===== src/rtl/branch_resolve_stage_pkg.sv =====
// Shared encodings for the branch resolve stage: branch ops and redirect/flush FSM states.
// Purely declarative; no timing or backpressure of its own.
package branch_resolve_stage_pkg;

   typedef enum logic [2:0] {
      BR_NONE = 3'd0,
      BR_BEQ  = 3'd1,
      BR_BNE  = 3'd2,
      BR_BLT  = 3'd3,
      BR_BGE  = 3'd4,
      BR_BLTU = 3'd5,
      BR_BGEU = 3'd6,
      BR_RSVD = 3'd7
   } br_op_e;

   typedef enum logic [1:0] {
      ST_IDLE     = 2'd0,
      ST_REDIRECT = 2'd1,
      ST_FLUSH    = 2'd2
   } state_e;

endpackage


===== src/rtl/branch_resolve_stage_if.sv =====
// Bundle of the upstream branch-candidate handshake, EX/MEM slot handshake and front-end redirect.
// master drives candidates and slot drain; slave is the resolve stage.
interface branch_resolve_stage_if #(
   parameter int DATA_WIDTH = 32,
   parameter int OP_WIDTH   = 3
);
   logic                  inValid;
   logic                  inReady;
   logic [OP_WIDTH-1:0]   branchOp;
   logic                  C;
   logic                  Z;
   logic                  V;
   logic                  S;
   logic [DATA_WIDTH-1:0] pcPlus4;
   logic [DATA_WIDTH-1:0] branchOffset;
   logic                  outValid;
   logic                  outReady;
   logic                  outTaken;
   logic [DATA_WIDTH-1:0] outTarget;
   logic                  redirectValid;
   logic [DATA_WIDTH-1:0] redirectPc;
   logic                  flushYounger;

   modport master (
      output inValid, branchOp, C, Z, V, S, pcPlus4, branchOffset, outReady,
      input  inReady, outValid, outTaken, outTarget, redirectValid, redirectPc, flushYounger
   );

   modport slave (
      input  inValid, branchOp, C, Z, V, S, pcPlus4, branchOffset, outReady,
      output inReady, outValid, outTaken, outTarget, redirectValid, redirectPc, flushYounger
   );
endinterface


===== src/rtl/branch_resolve_stage_cond_eval.sv =====
// Combinational branch condition: maps branch op and rs-rt flags to a taken decision.
// Zero latency, no state, no backpressure.
module branch_cond_eval
   import branch_resolve_stage_pkg::*;
#(
   parameter int OP_WIDTH = 3
) (
   input  logic [OP_WIDTH-1:0] op,
   input  logic                c,
   input  logic                z,
   input  logic                v,
   input  logic                s,
   output logic                taken
);

   always_comb begin
      taken = 1'b0;
      case (op)
         OP_WIDTH'(BR_BEQ):  taken = z;
         OP_WIDTH'(BR_BNE):  taken = !z;
         OP_WIDTH'(BR_BLT):  taken = s ^ v;
         OP_WIDTH'(BR_BGE):  taken = !(s ^ v);
         OP_WIDTH'(BR_BLTU): taken = c;
         OP_WIDTH'(BR_BGEU): taken = !c;
         default:            taken = 1'b0;
      endcase
   end

endmodule


===== src/rtl/branch_resolve_stage.sv =====
// EX-stage branch resolve: 1-cycle registered decision/target into EX/MEM slot, taken branch fires a redirect
// pulse and holds flushYounger for FLUSH_CYCLES; inReady drops while flushing or while the full slot is stalled.
module branch_resolve_stage
   import branch_resolve_stage_pkg::*;
#(
   parameter int DATA_WIDTH   = 32,
   parameter int OP_WIDTH     = 3,
   parameter int FLUSH_CYCLES = 2
) (
   input logic                    clk,
   input logic                    rst_n,
   branch_resolve_stage_if.slave  bus
);

   localparam int CNT_W = $clog2(FLUSH_CYCLES + 1);

   state_e                state_q, state_d;
   logic [CNT_W-1:0]      cnt_q, cnt_d;
   logic                  out_valid_q, out_valid_d;
   logic                  out_taken_q, out_taken_d;
   logic [DATA_WIDTH-1:0] out_target_q, out_target_d;
   logic                  redirect_valid_q, redirect_valid_d;
   logic [DATA_WIDTH-1:0] redirect_pc_q, redirect_pc_d;
   logic                  flush_q, flush_d;

   logic                  taken;
   logic                  in_ready;
   logic                  accept;
   logic [DATA_WIDTH-1:0] target;

   branch_cond_eval #(.OP_WIDTH(OP_WIDTH)) u_cond (
      .op    (bus.branchOp),
      .c     (bus.C),
      .z     (bus.Z),
      .v     (bus.V),
      .s     (bus.S),
      .taken (taken)
   );

   assign target   = bus.pcPlus4 + (bus.branchOffset << 2);
   assign in_ready = (state_q == ST_IDLE) && (!out_valid_q || bus.outReady);
   assign accept   = bus.inValid && in_ready;

   always_comb begin
      state_d          = state_q;
      cnt_d            = cnt_q;
      out_valid_d      = out_valid_q;
      out_taken_d      = out_taken_q;
      out_target_d     = out_target_q;
      redirect_valid_d = 1'b0;
      redirect_pc_d    = redirect_pc_q;
      flush_d          = flush_q;

      // A new accept reloads the slot even when the old entry drains on the same edge.
      if (accept) begin
         out_valid_d  = 1'b1;
         out_taken_d  = taken;
         out_target_d = target;
      end else if (bus.outReady) begin
         out_valid_d  = 1'b0;
      end

      case (state_q)
         ST_IDLE: begin
            if (accept && taken) begin
               state_d          = ST_REDIRECT;
               redirect_valid_d = 1'b1;
               redirect_pc_d    = target;
               flush_d          = 1'b1;
               cnt_d            = '0;
            end
         end
         ST_REDIRECT: begin
            if (FLUSH_CYCLES > 1) begin
               state_d = ST_FLUSH;
               cnt_d   = CNT_W'(1);
               flush_d = 1'b1;
            end else begin
               state_d = ST_IDLE;
               flush_d = 1'b0;
            end
         end
         ST_FLUSH: begin
            // The redirect cycle counts toward the window, so FLUSH lasts FLUSH_CYCLES-1 cycles.
            if (cnt_q == CNT_W'(FLUSH_CYCLES - 1)) begin
               state_d = ST_IDLE;
               cnt_d   = '0;
               flush_d = 1'b0;
            end else begin
               cnt_d   = cnt_q + CNT_W'(1);
               flush_d = 1'b1;
            end
         end
         default: begin
            state_d = ST_IDLE;
            cnt_d   = '0;
            flush_d = 1'b0;
         end
      endcase
   end

   always_ff @(posedge clk or negedge rst_n) begin
      if (!rst_n) begin
         state_q          <= ST_IDLE;
         cnt_q            <= '0;
         out_valid_q      <= 1'b0;
         out_taken_q      <= 1'b0;
         out_target_q     <= '0;
         redirect_valid_q <= 1'b0;
         redirect_pc_q    <= '0;
         flush_q          <= 1'b0;
      end else begin
         state_q          <= state_d;
         cnt_q            <= cnt_d;
         out_valid_q      <= out_valid_d;
         out_taken_q      <= out_taken_d;
         out_target_q     <= out_target_d;
         redirect_valid_q <= redirect_valid_d;
         redirect_pc_q    <= redirect_pc_d;
         flush_q          <= flush_d;
      end
   end

   assign bus.inReady       = in_ready;
   assign bus.outValid      = out_valid_q;
   assign bus.outTaken      = out_taken_q;
   assign bus.outTarget     = out_target_q;
   assign bus.redirectValid = redirect_valid_q;
   assign bus.redirectPc    = redirect_pc_q;
   assign bus.flushYounger  = flush_q;

endmodule


===== src/flat_wrapper.sv =====
// flat-port wrapper written by rule: the top's interface ports become plain ports
module branch_resolve_stage_flat import branch_resolve_stage_pkg::*;
#(
   parameter int DATA_WIDTH   = 32,
   parameter int OP_WIDTH     = 3,
   parameter int FLUSH_CYCLES = 2
)
  (clk, rst_n, bus_inValid, bus_branchOp, bus_C, bus_Z, bus_V, bus_S, bus_pcPlus4, bus_branchOffset, bus_outReady, bus_inReady, bus_outValid, bus_outTaken, bus_outTarget, bus_redirectValid, bus_redirectPc, bus_flushYounger);
  branch_resolve_stage_if #(.DATA_WIDTH(DATA_WIDTH), .OP_WIDTH(OP_WIDTH)) bus_i ();
  input logic clk;
  input logic rst_n;
  input wire logic [$bits(bus_i.inValid)-1:0] bus_inValid;
  input wire logic [$bits(bus_i.branchOp)-1:0] bus_branchOp;
  input wire logic [$bits(bus_i.C)-1:0] bus_C;
  input wire logic [$bits(bus_i.Z)-1:0] bus_Z;
  input wire logic [$bits(bus_i.V)-1:0] bus_V;
  input wire logic [$bits(bus_i.S)-1:0] bus_S;
  input wire logic [$bits(bus_i.pcPlus4)-1:0] bus_pcPlus4;
  input wire logic [$bits(bus_i.branchOffset)-1:0] bus_branchOffset;
  input wire logic [$bits(bus_i.outReady)-1:0] bus_outReady;
  output wire logic [$bits(bus_i.inReady)-1:0] bus_inReady;
  output wire logic [$bits(bus_i.outValid)-1:0] bus_outValid;
  output wire logic [$bits(bus_i.outTaken)-1:0] bus_outTaken;
  output wire logic [$bits(bus_i.outTarget)-1:0] bus_outTarget;
  output wire logic [$bits(bus_i.redirectValid)-1:0] bus_redirectValid;
  output wire logic [$bits(bus_i.redirectPc)-1:0] bus_redirectPc;
  output wire logic [$bits(bus_i.flushYounger)-1:0] bus_flushYounger;
  assign bus_i.inValid = bus_inValid;
  assign bus_i.branchOp = bus_branchOp;
  assign bus_i.C = bus_C;
  assign bus_i.Z = bus_Z;
  assign bus_i.V = bus_V;
  assign bus_i.S = bus_S;
  assign bus_i.pcPlus4 = bus_pcPlus4;
  assign bus_i.branchOffset = bus_branchOffset;
  assign bus_i.outReady = bus_outReady;
  assign bus_inReady = bus_i.inReady;
  assign bus_outValid = bus_i.outValid;
  assign bus_outTaken = bus_i.outTaken;
  assign bus_outTarget = bus_i.outTarget;
  assign bus_redirectValid = bus_i.redirectValid;
  assign bus_redirectPc = bus_i.redirectPc;
  assign bus_flushYounger = bus_i.flushYounger;
  branch_resolve_stage #(.DATA_WIDTH(DATA_WIDTH), .OP_WIDTH(OP_WIDTH), .FLUSH_CYCLES(FLUSH_CYCLES)) u_core (.clk(clk), .rst_n(rst_n), .bus(bus_i));
endmodule

===== config.mk =====
export PLATFORM = sky130hd
export DESIGN_NAME = branch_resolve_stage_flat
export DESIGN_NICKNAME = d
export VERILOG_FILES = /design/src/rtl/branch_resolve_stage_pkg.sv /design/src/rtl/branch_resolve_stage_if.sv /design/src/rtl/branch_resolve_stage_cond_eval.sv /design/src/rtl/branch_resolve_stage.sv /design/src/flat_wrapper.sv
export SDC_FILE = /design/constraint.sdc
export NUM_CORES = 1
export LEC_CHECK = 0
export BUFFER_PORTS_ARGS = -buffer_cell sky130_fd_sc_hd__buf_2
export CAP_MARGIN = 20
export CORE_MARGIN = 4
export CORE_UTILIZATION = 57
export CTS_CLUSTER_SIZE = 12
export DETAILED_ROUTE_END_ITERATION = 6
export GPL_ROUTABILITY_DRIVEN = 0
export PLACE_DENSITY = 0.95
export SLEW_MARGIN = 5
export SYNTH_ARGS = -nofsm -noshare
export SYNTH_HDL_FRONTEND = slang
export SYNTH_SLANG_ARGS = --single-unit

===== constraint.sdc =====
create_clock -name clk -period 3.8 [get_ports clk]
set_input_delay 0.19 -clock clk [delete_from_list [all_inputs] [get_ports clk]]
set_output_delay 0.19 -clock clk [all_outputs]
set_load 0.005 [all_outputs]

==> impl_metrics.yaml, run 1 <==
run_status:
  outcome: "complete, no violations"
yosys:
  synth_largest_area_cell: "dfrtp_1"
  synth_cell_type_count: 66
  synth_area_leaders: "dfrtp_1 37%, ha_1 8.4%, nand2_1 8.3%"
  post-synth-top-count-cell: "nand2_1"
  netlist_area_um2: 4921
  ys_async_sr_fraction_pct: 100.0
  synth_edf_count: 0
  synth-seq-area-share_pct: 36.61
  synth_top_area_share_pct: 36.61
  synthesis.nets: 675
  ys_seq_elements: 72
  postSynthAreaPerCell_um2: 8.694
  synth_common_cells: "109 x nand2_1, 72 x dfrtp_1, 39 x a21oi_1"
  synth_warnings: 0
  synth_cells: 566
  ys.flop_type: "dfrtp_1"
critical_path:
  end_kind: "register"
  crit_type: "reg2reg"
  crit_fanout: 21
  worstRegToRegCells: 8
  crit_required_ps: 4080
  crit_path_start_kind: "register"
  reg2reg_to: "u_core.bus.redirectPc[27]"
  rr_startpoint: "u_core.state_q[1]"
  arrival_ps: 2740
  r2r_setup_slack_ps: 1340
timing:
  post-route-period-util_pct: 64.78
  max_freq_ghz: 0.4063
  rsz0062_at_grt: "no"
  clock_skew_ps: 16.12
  relSlewSlack_pct: 41.66
  fin_tns_setup_ps: 0
  setup_ws_ps: 1338
  worst_pin_slew_ps: 874.2
  finalCriticalPeriod_ps: 2462
  whs_ps: 31.71
  finalHoldViolCount: 0
  drv_slew: 0
  setup_viol: 0
placement:
  pre_cts_slack_ps: 1368
  portBuffers: 141
  dp_cells: 779
  hpwlAfterDp_um: 10050
grt:
  first_global_vias: 4716
  grt_use_total_pct: 27.03
  overflow: 0
  grt_pass1_wl_um: 22040
  antenna_found_initial: 0
  grt_max_degree: 65
power_and_ir_drop:
  power.density_nw_per_um2: 577.5
  p_leak_nw: 2.814
  vdd_drop_max_mv: 0.3020
detailed_routing:
  vias_per_cell: 6.120
  wirelength_um: 13600
  route.detailed.drc: 0
  wl_per_cell_um: 17.06
  via_count: 4878
  drt-pass1-iter-count: 5
  ant_nets: 0
  drt_iter0_drc: 332
min_path:
  min_to: "u_core.bus.redirectPc[0]"
  min_from: "bus_pcPlus4[0]"
  hold_depth: 3
  hp-class: "in2reg"
clock_network:
  ctsResizeCount: 0
  tritoncts: "done"
  clock_sinks: 72
  cts.clk_slew.worst_paths_ps: 80
  clk_latency_ps: 370
  root_buffer: "clkbuf_8"
  htree_levels: 3
  cts.path.max_buffers: 2
  numCtsBuffers: 9
layout:
  fin_nets: 796
  antenna_cells: 0
  drive_above_1_share_pct: 27.02
  stdcell_count: 797
  fill_cells: 648
  syn2layout_area_growth_pct: 17.06
floorplanning:
  die_w_um: 100.9
  die-area_um2: 10180
  start_util_pct: 59.29
  die_y_um: 100.9
  coreArea_um2: 8299
  std_cell_rows: 33
  pin_count: 144
flow_run:
  maxCapViolCount: 0
-- layout make-up --
class | instances | area (um^2) | share of cell area [%]
multi-input combinational | 448 | 2858 | 49.61
sequential | 72 | 1802 | 31.28
timing repair buffer | 147 | 765.7 | 13.29
tap | 105 | 131.4 | 2.281
clock buffer | 10 | 127.6 | 2.215
clock inverter | 6 | 42.54 | 0.7385
inverter | 9 | 33.78 | 0.5864
-- how the worst max path moves through the flow --
stage / startpoint / endpoint / cells past startpoint
4_1_cts: u_core.state_q[1] / u_core.bus.redirectPc[27] / 8
3_5_place_dp: bus_branchOffset[0] / u_core.bus.redirectPc[26] / 10
6_report: u_core.state_q[1] / u_core.bus.redirectPc[27] / 8
2_1_floorplan: bus_branchOffset[0] / u_core.bus.redirectPc[26] / 9
5_1_grt: u_core.state_q[0] / u_core.bus.redirectPc[27] / 8
3_3_place_gp: bus_branchOffset[0] / u_core.bus.redirectPc[26] / 10
-- per-stage QoR --
step           utilization [%]  total power, mW  area [um^2]
2_1_floorplan                -            2.137         4921
3_3_place_gp             67.00            2.675         5560
3_5_place_dp             67.00            2.762         5560
4_1_cts                  69.05            3.320         5731
5_1_grt                  69.41            3.570         5761
6_report                 69.41            3.326         5761
-- sequential cells by signal, indices dropped and copies added (netlist names) --
register,cells
u_core.bus.redirectPc,32
u_core.bus.outValid,1
u_core.bus.outTaken,1
u_core.bus.outTarget,32
u_core.bus.redirectValid,1
u_core.state_q,2
u_core.cnt_q,2
u_core.bus.flushYounger,1
-- kinds of logic (layout without fill, tap and decap cells) --
family / after synthesis / after routing / synth area share, %
and+or+nand+nor: 230 / 230 / 21.89
AOI/OAI and AO/OA: 163 / 163 / 23.26
DFF: 72 / 72 / 36.61
buffers and inverters: 46 / 172 / 5.365
adders and majority gates: 34 / 34 / 8.797
xor gates and xnor gates: 14 / 14 / 2.492
muxes: 7 / 7 / 1.576
-- cell usage in the layout, fill, tap and decap left out, types with 5 or more instances in the layout --
cell type | synthesis | layout
nand3_1 | 20 | 20
buf_2 | 6 | 141
clkbuf_8 | 5 | 9
nand4_1 | 12 | 12
a21o_1 | 9 | 9
nor2_1 | 27 | 27
nor3_1 | 21 | 21
o21ai_0 | 30 | 30
and3_1 | 8 | 8
a21oi_1 | 39 | 39
mux2_2 | 6 | 6
o211ai_1 | 10 | 10
o2111ai_1 | 7 | 7
or3_1 | 5 | 5
o21a_1 | 16 | 16
xor2_1 | 5 | 5
nand2_1 | 109 | 108
ha_1 | 33 | 33
nand2b_1 | 6 | 6
a31o_2 | 5 | 5
o31ai_1 | 14 | 14
inv_1 | 9 | 9
dfrtp_1 | 72 | 72
xnor2_1 | 9 | 9
-- critical path, cell delays in order (launching register included) --
cell	delay [ps]
dfrtp_1	410
inv_1	100
ha_1	340
and3_1	240
nand4_1	120
inv_1	660
and3_1	280
o211ai_1	120
o211ai_1	110
-- repair_timing --
item / CTS / global route
hold buffers: 0 / 1
hold endpoints to repair: 0 / 11
buffers inserted: 0 / 0
-- layer usage --
metal	track usage (%)	routed length (um)	up-vias	share of wire (%)
met5	0	0	-	0
li1	-	-	2298	-
met2	45.62	6568	258	48
met4	9.509	357	0	2.6
met1	33.92	5517	2286	41
met3	6.298	1152	36	8.5
-- power by group --
part | switching, mW | leakage, nW | total [mW] | internal [mW]
combinational | 0.809 | 1.84 | 1.44 | 0.634
clock | 0.327 | 0.0831 | 0.567 | 0.240
sequential | 0.196 | 0.893 | 1.32 | 1.12
total | 1.33 | 2.81 | 3.33 | 1.99
Note: power is estimated with default switching activity, not from simulation.
==> inputs of run 2 (changes only) <==
--- a/config.mk
+++ b/config.mk
@@ -5,14 +5,15 @@
 export SDC_FILE = /design/constraint.sdc
 export NUM_CORES = 1
 export LEC_CHECK = 0
+export ABC_AREA = 1
 export BUFFER_PORTS_ARGS = -buffer_cell sky130_fd_sc_hd__buf_2
 export CAP_MARGIN = 20
 export CORE_MARGIN = 4
-export CORE_UTILIZATION = 57
+export CORE_UTILIZATION = 53
 export CTS_CLUSTER_SIZE = 12
 export DETAILED_ROUTE_END_ITERATION = 6
 export GPL_ROUTABILITY_DRIVEN = 0
-export PLACE_DENSITY = 0.95
+export PLACE_DENSITY = 0.89
 export SLEW_MARGIN = 5
 export SYNTH_ARGS = -nofsm -noshare
 export SYNTH_HDL_FRONTEND = slang
==> constraint.sdc (replaced) <==
create_clock -name clk -period 2.35 [get_ports clk]
set_input_delay 0.1175 -clock clk [delete_from_list [all_inputs] [get_ports clk]]
set_output_delay 0.1175 -clock clk [all_outputs]
set_load 0.005 [all_outputs]
==> run 2 against run 1 <==
  * Clock power rose by 64%
  * Synthesized area up 1.7%
  * Total power increased by 63%
  * Global-route usage decreased by 2.0 points
  * Sequential share of layout area shrank 1.4 points
  * Hold slack improved by 3.0 ps
  * Die area is 8.6% higher
  * Register-to-register slack got worse by 860 ps
  * Critical endpoint is now u_core.bus.outTarget[27]
==> impl_metrics.yaml, run 2 <==
layout:
  drive_above_1_share_pct: 19.21
  mostFrequentLayoutCells: "342 x nand2_1, 141 x buf_2, 111 x inv_1"
  final_common_cell: "nand2_1"
  fin_nets: 1015
  syn2layout_area_growth_pct: 20.47
  fill_cells: 841
  antenna_cells: 0
power_and_ir_drop:
  power_mw: 5.429
  p_int_mw: 3.264
  power.density_nw_per_um2: 900.2
  power_switching_mw: 2.165
  combPwrFrac_pct: 43.4
  seq_power_share_pct: 39.5
  p_leak_nw: 3.723
  vdd_drop_max_mv: 0.3295
  p_clk_share_pct: 17.1
  p_sw_share_pct: 39.88
flow_run:
  maxCapViolCount: 0
clock_network:
  post_cts_buffers: 0
  numCtsBuffers: 9
  cts.path.max_buffers: 2
  clock_sinks: 72
  clk_latency_ps: 340
  root_buffer: "clkbuf_8"
  cts.clk_slew.worst_paths_ps: 80
  tritoncts: "done"
  htree_levels: 3
floorplanning:
  std_cell_rows: 35
  die_y_um: 105.2
  coreArea_um2: 9196
  pin_count: 144
  die_w_um: 105.2
  start_util_pct: 54.44
  die-area_um2: 11060
critical_path:
  r2r_setup_slack_ps: 480
  arrival_ps: 2150
  crit_type: "reg2reg"
  crit_required_ps: 2630
  crit_fanout: 27
  end_kind: "register"
  crit_path_start_kind: "register"
yosys:
  synthXorXnorAreaFrac_pct: 2.274
  synth_cell_type_count: 30
  synth_common_cells: "342 x nand2_1, 111 x inv_1, 72 x dfrtp_1"
  synth_area_leaders: "dfrtp_1 36%, nand2_1 26%, inv_1 8.3%"
  synth_fa_ha_area_share_pct: 8.648
  ys.flop_type: "dfrtp_1"
  netlist_area_um2: 5006
  synthesis.nets: 868
  synth_largest_area_cell: "dfrtp_1"
  synth_warnings: 0
  synth-simple-area-share_pct: 37.37
  postSynthAreaPerCell_um2: 6.596
  ys_seq_elements: 72
  synth_mux_area_share_pct: 0
  synth_cells: 759
  synth_top_family_by_area: "simple AND/OR/NAND/NOR gates"
  ys_async_sr_fraction_pct: 100.0
  synth_top_area_share_pct: 35.99
  synth_compound_area_share_pct: 5.874
  synth-seq-area-share_pct: 35.99
  post-synth-top-count-cell: "nand2_1"
  synth_edf_count: 0
grt:
  first_global_vias: 4952
  grt_use_total_pct: 25.03
  overflow: 0
  antenna_found_initial: 0
  grt_pass1_wl_um: 22760
  grt_max_degree: 41
placement:
  hpwlAfterDp_um: 10810
  portBuffers: 141
timing:
  rsz0062_at_grt: "no"
  setup_viol: 0
  drv_slew: 0
  max_freq_ghz: 0.5347
  post-route-period-util_pct: 79.59
  fin_tns_setup_ps: 0
  relSlewSlack_pct: 51.67
  finalCriticalPeriod_ps: 1870
  worst_pin_slew_ps: 725.0
  clock_skew_ps: 9.957
  finalHoldViolCount: 0
detailed_routing:
  drt-pass1-iter-count: 5
  wirelength_um: 13620
  route.detailed.drc: 0
  wl_per_cell_um: 13.33
  ant_nets: 0
  drt_iter0_drc: 332
  vias_per_cell: 5.140
  via_count: 5253
min_path:
  hp-class: "in2reg"
run_status:
  outcome: "complete, no violations"
==> run 2: metal layers <==
layer / track usage [%] / share of wire (%) / vias to the layer above
li1: - / - / 2639
met1: 34.19 / 45 / 2379
met2: 41.17 / 47 / 209
met3: 3.397 / 6.3 / 26
met4: 7.779 / 2.1 / 0
met5: 0 / 0 / -
==> run 2: worst paths after layout <==
path                                           from                        end  depth (start not counted)
max                               u_core.state_q[0]   u_core.bus.outTarget[27]                         10
min                                  bus_pcPlus4[1]   u_core.bus.redirectPc[1]                          3
max reg2reg                       u_core.state_q[0]   u_core.bus.outTarget[27]                         10
min reg2reg                u_core.bus.redirectPc[6]   u_core.bus.redirectPc[6]                          2
max in group asynchronous                     rst_n          u_core.state_q[0]                          3
min in group asynchronous                     rst_n  u_core.bus.redirectPc[27]                          2
==> run 2: kinds of logic (layout without fill, tap and decap cells) <==
logic type      Yosys count  in the layout
flops                    72             72
simple gates            462            462
buf+inv                 125            277
compound gates           53             53
xor+xnor                 13             13
fa+ha+maj                34             34
==> run 2: power groups by stage <==
stage               combinational (mW)  clock, mW  sequential (mW)
global placement                  2.28          0             2.12
CTS                               2.36      0.932             2.14
global route                      2.65      0.996             2.22
detailed placement                2.34          0             2.16
floorplan                         1.27          0             2.18
finish                            2.35      0.929             2.15
==> run 2: cell type report <==
cell class / count / area, um^2 / share of cell area [%]
sequential: 72 / 1802 / 29.88
clock inverter: 4 / 27.53 / 0.4564
tap: 111 / 138.9 / 2.303
multi-input combinational: 562 / 2711 / 44.96
timing repair buffer: 148 / 760.7 / 12.61
clock buffer: 12 / 165.2 / 2.739
inverter: 113 / 425.4 / 7.054
==> run 2: stage by stage <==
stage          instances  hold WS, ps  cell area [um^2]  util [%]  worst slack, ps
2_1_floorplan        759       -178.1              5006         -            756.7
3_3_place_gp        1005        204.9              5828     63.37            421.2
3_5_place_dp        1005        208.1              5828     63.37            357.2
4_1_cts             1022        27.22              6031     65.58            494.2
5_1_grt             1022        44.94              6031     65.58            366.3
6_report            1022        34.73              6031     65.58            479.7
==> run 2: what timing repair did <==
item | 4_1_cts | 5_1_grt
resized for setup | 0 | 0
endpoints found under the hold margin | 29 | 0
hold buffers | 1 | 0
==> run 2: worst max-delay path, cell delays in order, from the launching register on <==
cell and delay [ps]:
dfrtp_1 410, inv_1 90, ha_1 200, inv_2 70
a21oi_4 130, nand2_2 90, buf_4 230, inv_1 80
buf_4 270, nand3_1 160, nand2_1 80
==> inputs of run 3 (changes only) <==
--- a/config.mk
+++ b/config.mk
@@ -9,11 +9,11 @@
 export BUFFER_PORTS_ARGS = -buffer_cell sky130_fd_sc_hd__buf_2
 export CAP_MARGIN = 20
 export CORE_MARGIN = 4
-export CORE_UTILIZATION = 53
+export CORE_UTILIZATION = 48
 export CTS_CLUSTER_SIZE = 12
 export DETAILED_ROUTE_END_ITERATION = 6
 export GPL_ROUTABILITY_DRIVEN = 0
-export PLACE_DENSITY = 0.89
+export PLACE_DENSITY = 0.86
 export SLEW_MARGIN = 5
 export SYNTH_ARGS = -nofsm -noshare
 export SYNTH_HDL_FRONTEND = slang
==> constraint.sdc (replaced) <==
create_clock -name clk -period 1.7 [get_ports clk]
set_input_delay 0.085 -clock clk [delete_from_list [all_inputs] [get_ports clk]]
set_output_delay 0.085 -clock clk [all_outputs]
set_load 0.005 [all_outputs]
==> run 3 against run 2 <==
  * Clock skew up 1.0 ps
  * First-iteration DRC count rose by 6.6%
  * Utilization fell by 2.1 points
  * Sequential share of layout area decreased by 2.2 points
  * Clock power increased by 50%
  * Worst setup slack lost 440 ps
  * Routed wire length is 8.8% higher
  * Final area rose by 7.8%
  * Global-route usage shrank 1.4 points
  * Hold slack worse by 6.5 ps
  * Largest cell class unchanged
  * Largest power group unchanged
==> impl_metrics.yaml, run 3 (same netlist as run 2, synthesis figures left out) <==
run_status:
  outcome: "complete, no violations"
critical_path:
  crit_path_start_kind: "register"
  end_kind: "register"
  crit_type: "reg2reg"
  reg2reg_to: "u_core.state_q[1]"
  crit_required_ps: 1910
  arrival_ps: 1870
  worstRegToRegCells: 11
  r2r_setup_slack_ps: 40
  crit_fanout: 4
  rr_startpoint: "u_core.state_q[0]"
floorplanning:
  std_cell_rows: 37
  die_w_um: 110.1
  pin_count: 144
  coreArea_um2: 10230
  die-area_um2: 12130
  die_y_um: 110.1
  start_util_pct: 48.93
timing:
  finalCriticalPeriod_ps: 1655
  whs_ps: 28.24
  fin_tns_setup_ps: 0
  worst_pin_slew_ps: 408.0
  max_freq_ghz: 0.6041
  post-route-period-util_pct: 97.38
  relSlewSlack_pct: 72.52
  clock_skew_ps: 11.00
  setup_ws_ps: 44.51
  finalHoldViolCount: 0
  drv_slew: 0
  setup_viol: 0
layout:
  stdcell_count: 1081
  syn2layout_area_growth_pct: 29.82
  fin_area_um2: 6499
  fin_nets: 1049
  antenna_cells: 0
  fin_util_pct: 63.52
  final_common_cell: "nand2_1"
  drive_above_1_share_pct: 22.54
  mostFrequentLayoutCells: "341 x nand2_1, 141 x buf_2, 108 x inv_1"
  fill_cells: 934
placement:
  dp_cells: 1055
  hpwlAfterDp_um: 10970
  placed_area_um2: 6097
  pre_cts_slack_ps: -105.6
  portBuffers: 141
power_and_ir_drop:
  power.density_nw_per_um2: 1260
  power_mw: 8.189
  vdd_drop_max_mv: 0.7021
  p_leak_nw: 3.957
flow_run:
  maxCapViolCount: 0
clock_network:
  cts.clk_slew.worst_paths_ps: 70
  clock_sinks: 72
  cts.path.max_buffers: 2
  tritoncts: "done"
  root_buffer: "clkbuf_8"
  htree_levels: 3
  clk_latency_ps: 340
  numCtsBuffers: 9
detailed_routing:
  route.detailed.drc: 0
  via_count: 5348
  vias_per_cell: 4.947
  wl_per_cell_um: 13.71
  drt-pass1-iter-count: 5
  drt_iter0_drc: 354
  wirelength_um: 14820
  ant_nets: 0
grt:
  grt_use_total_pct: 23.67
  antenna_found_initial: 0
  overflow: 0
  grt_max_degree: 73
  first_global_vias: 5047
  grt_pass1_wl_um: 22800
min_path:
  hold_depth: 4
  hp-class: "in2reg"
  min_to: "u_core.bus.outValid"
  min_from: "bus_outReady"
[run 3: metal layers]
| layer | wire length [um] | vias up | GRT usage [%] |
|---|---|---|---|
| li1 | - | 2694 | - |
| met1 | 6333 | 2431 | 31.74 |
| met2 | 7160 | 209 | 40.12 |
| met3 | 1185 | 14 | 3.669 |
| met4 | 138 | 0 | 5.981 |
| met5 | 0 | - | 0 |
[run 3: layout make-up]
class	count	area (um^2)	share of cell area, %
Clock buffer	11	151.4	2.330
Clock inverter	5	55.05	0.8471
Inverter	113	432.9	6.662
Multi-Input combinational cell	562	2751	42.34
Sequential cell	72	1802	27.72
Tap cell	136	170.2	2.618
Timing Repair Buffer	182	1136	17.48
[run 3: report_power, final]
| part | total, mW | leakage, nW | switching, mW | internal, mW |
|---|---|---|---|---|
| Clock | 1.39 | 0.101 | 0.635 | 0.753 |
| Sequential | 2.97 | 0.896 | 0.456 | 2.51 |
| Combinational | 3.83 | 2.96 | 2.11 | 1.73 |
[run 3: how the worst max path moves through the flow]
stage,slack (ps),cells past startpoint,from,to
2_1_floorplan,120,11,u_core.state_q[0],u_core.state_q[0]
3_3_place_gp,-50,14,bus_branchOffset[0],u_core.bus.redirectPc[30]
3_5_place_dp,-110,14,bus_branchOffset[0],u_core.bus.redirectPc[22]
4_1_cts,5,10,u_core.state_q[0],u_core.bus.outTarget[21]
5_1_grt,-60,11,u_core.state_q[0],u_core.state_q[1]
6_report,40,11,u_core.state_q[0],u_core.state_q[1]
[run 3: repair_timing]
action                                 CTS  global route
endpoints found under the hold margin   74             0
setup endpoints to repair               24            59
resized for setup                        1            11
hold buffers                             3             0
pin swaps                                0             3
gates cloned                             0             3
setup buffers                            0             4
[run 3: worst max-delay path: stages (launching register included)]
cell and delay, ps:
dfrtp_1 390, inv_2 90, ha_4 160, inv_2 50, a21oi_4 150, nand2_4 90
nor2_4 130, nand2_4 120, nand2_4 120, nand2_2 70, nand2_1 90, o21ai_1 80
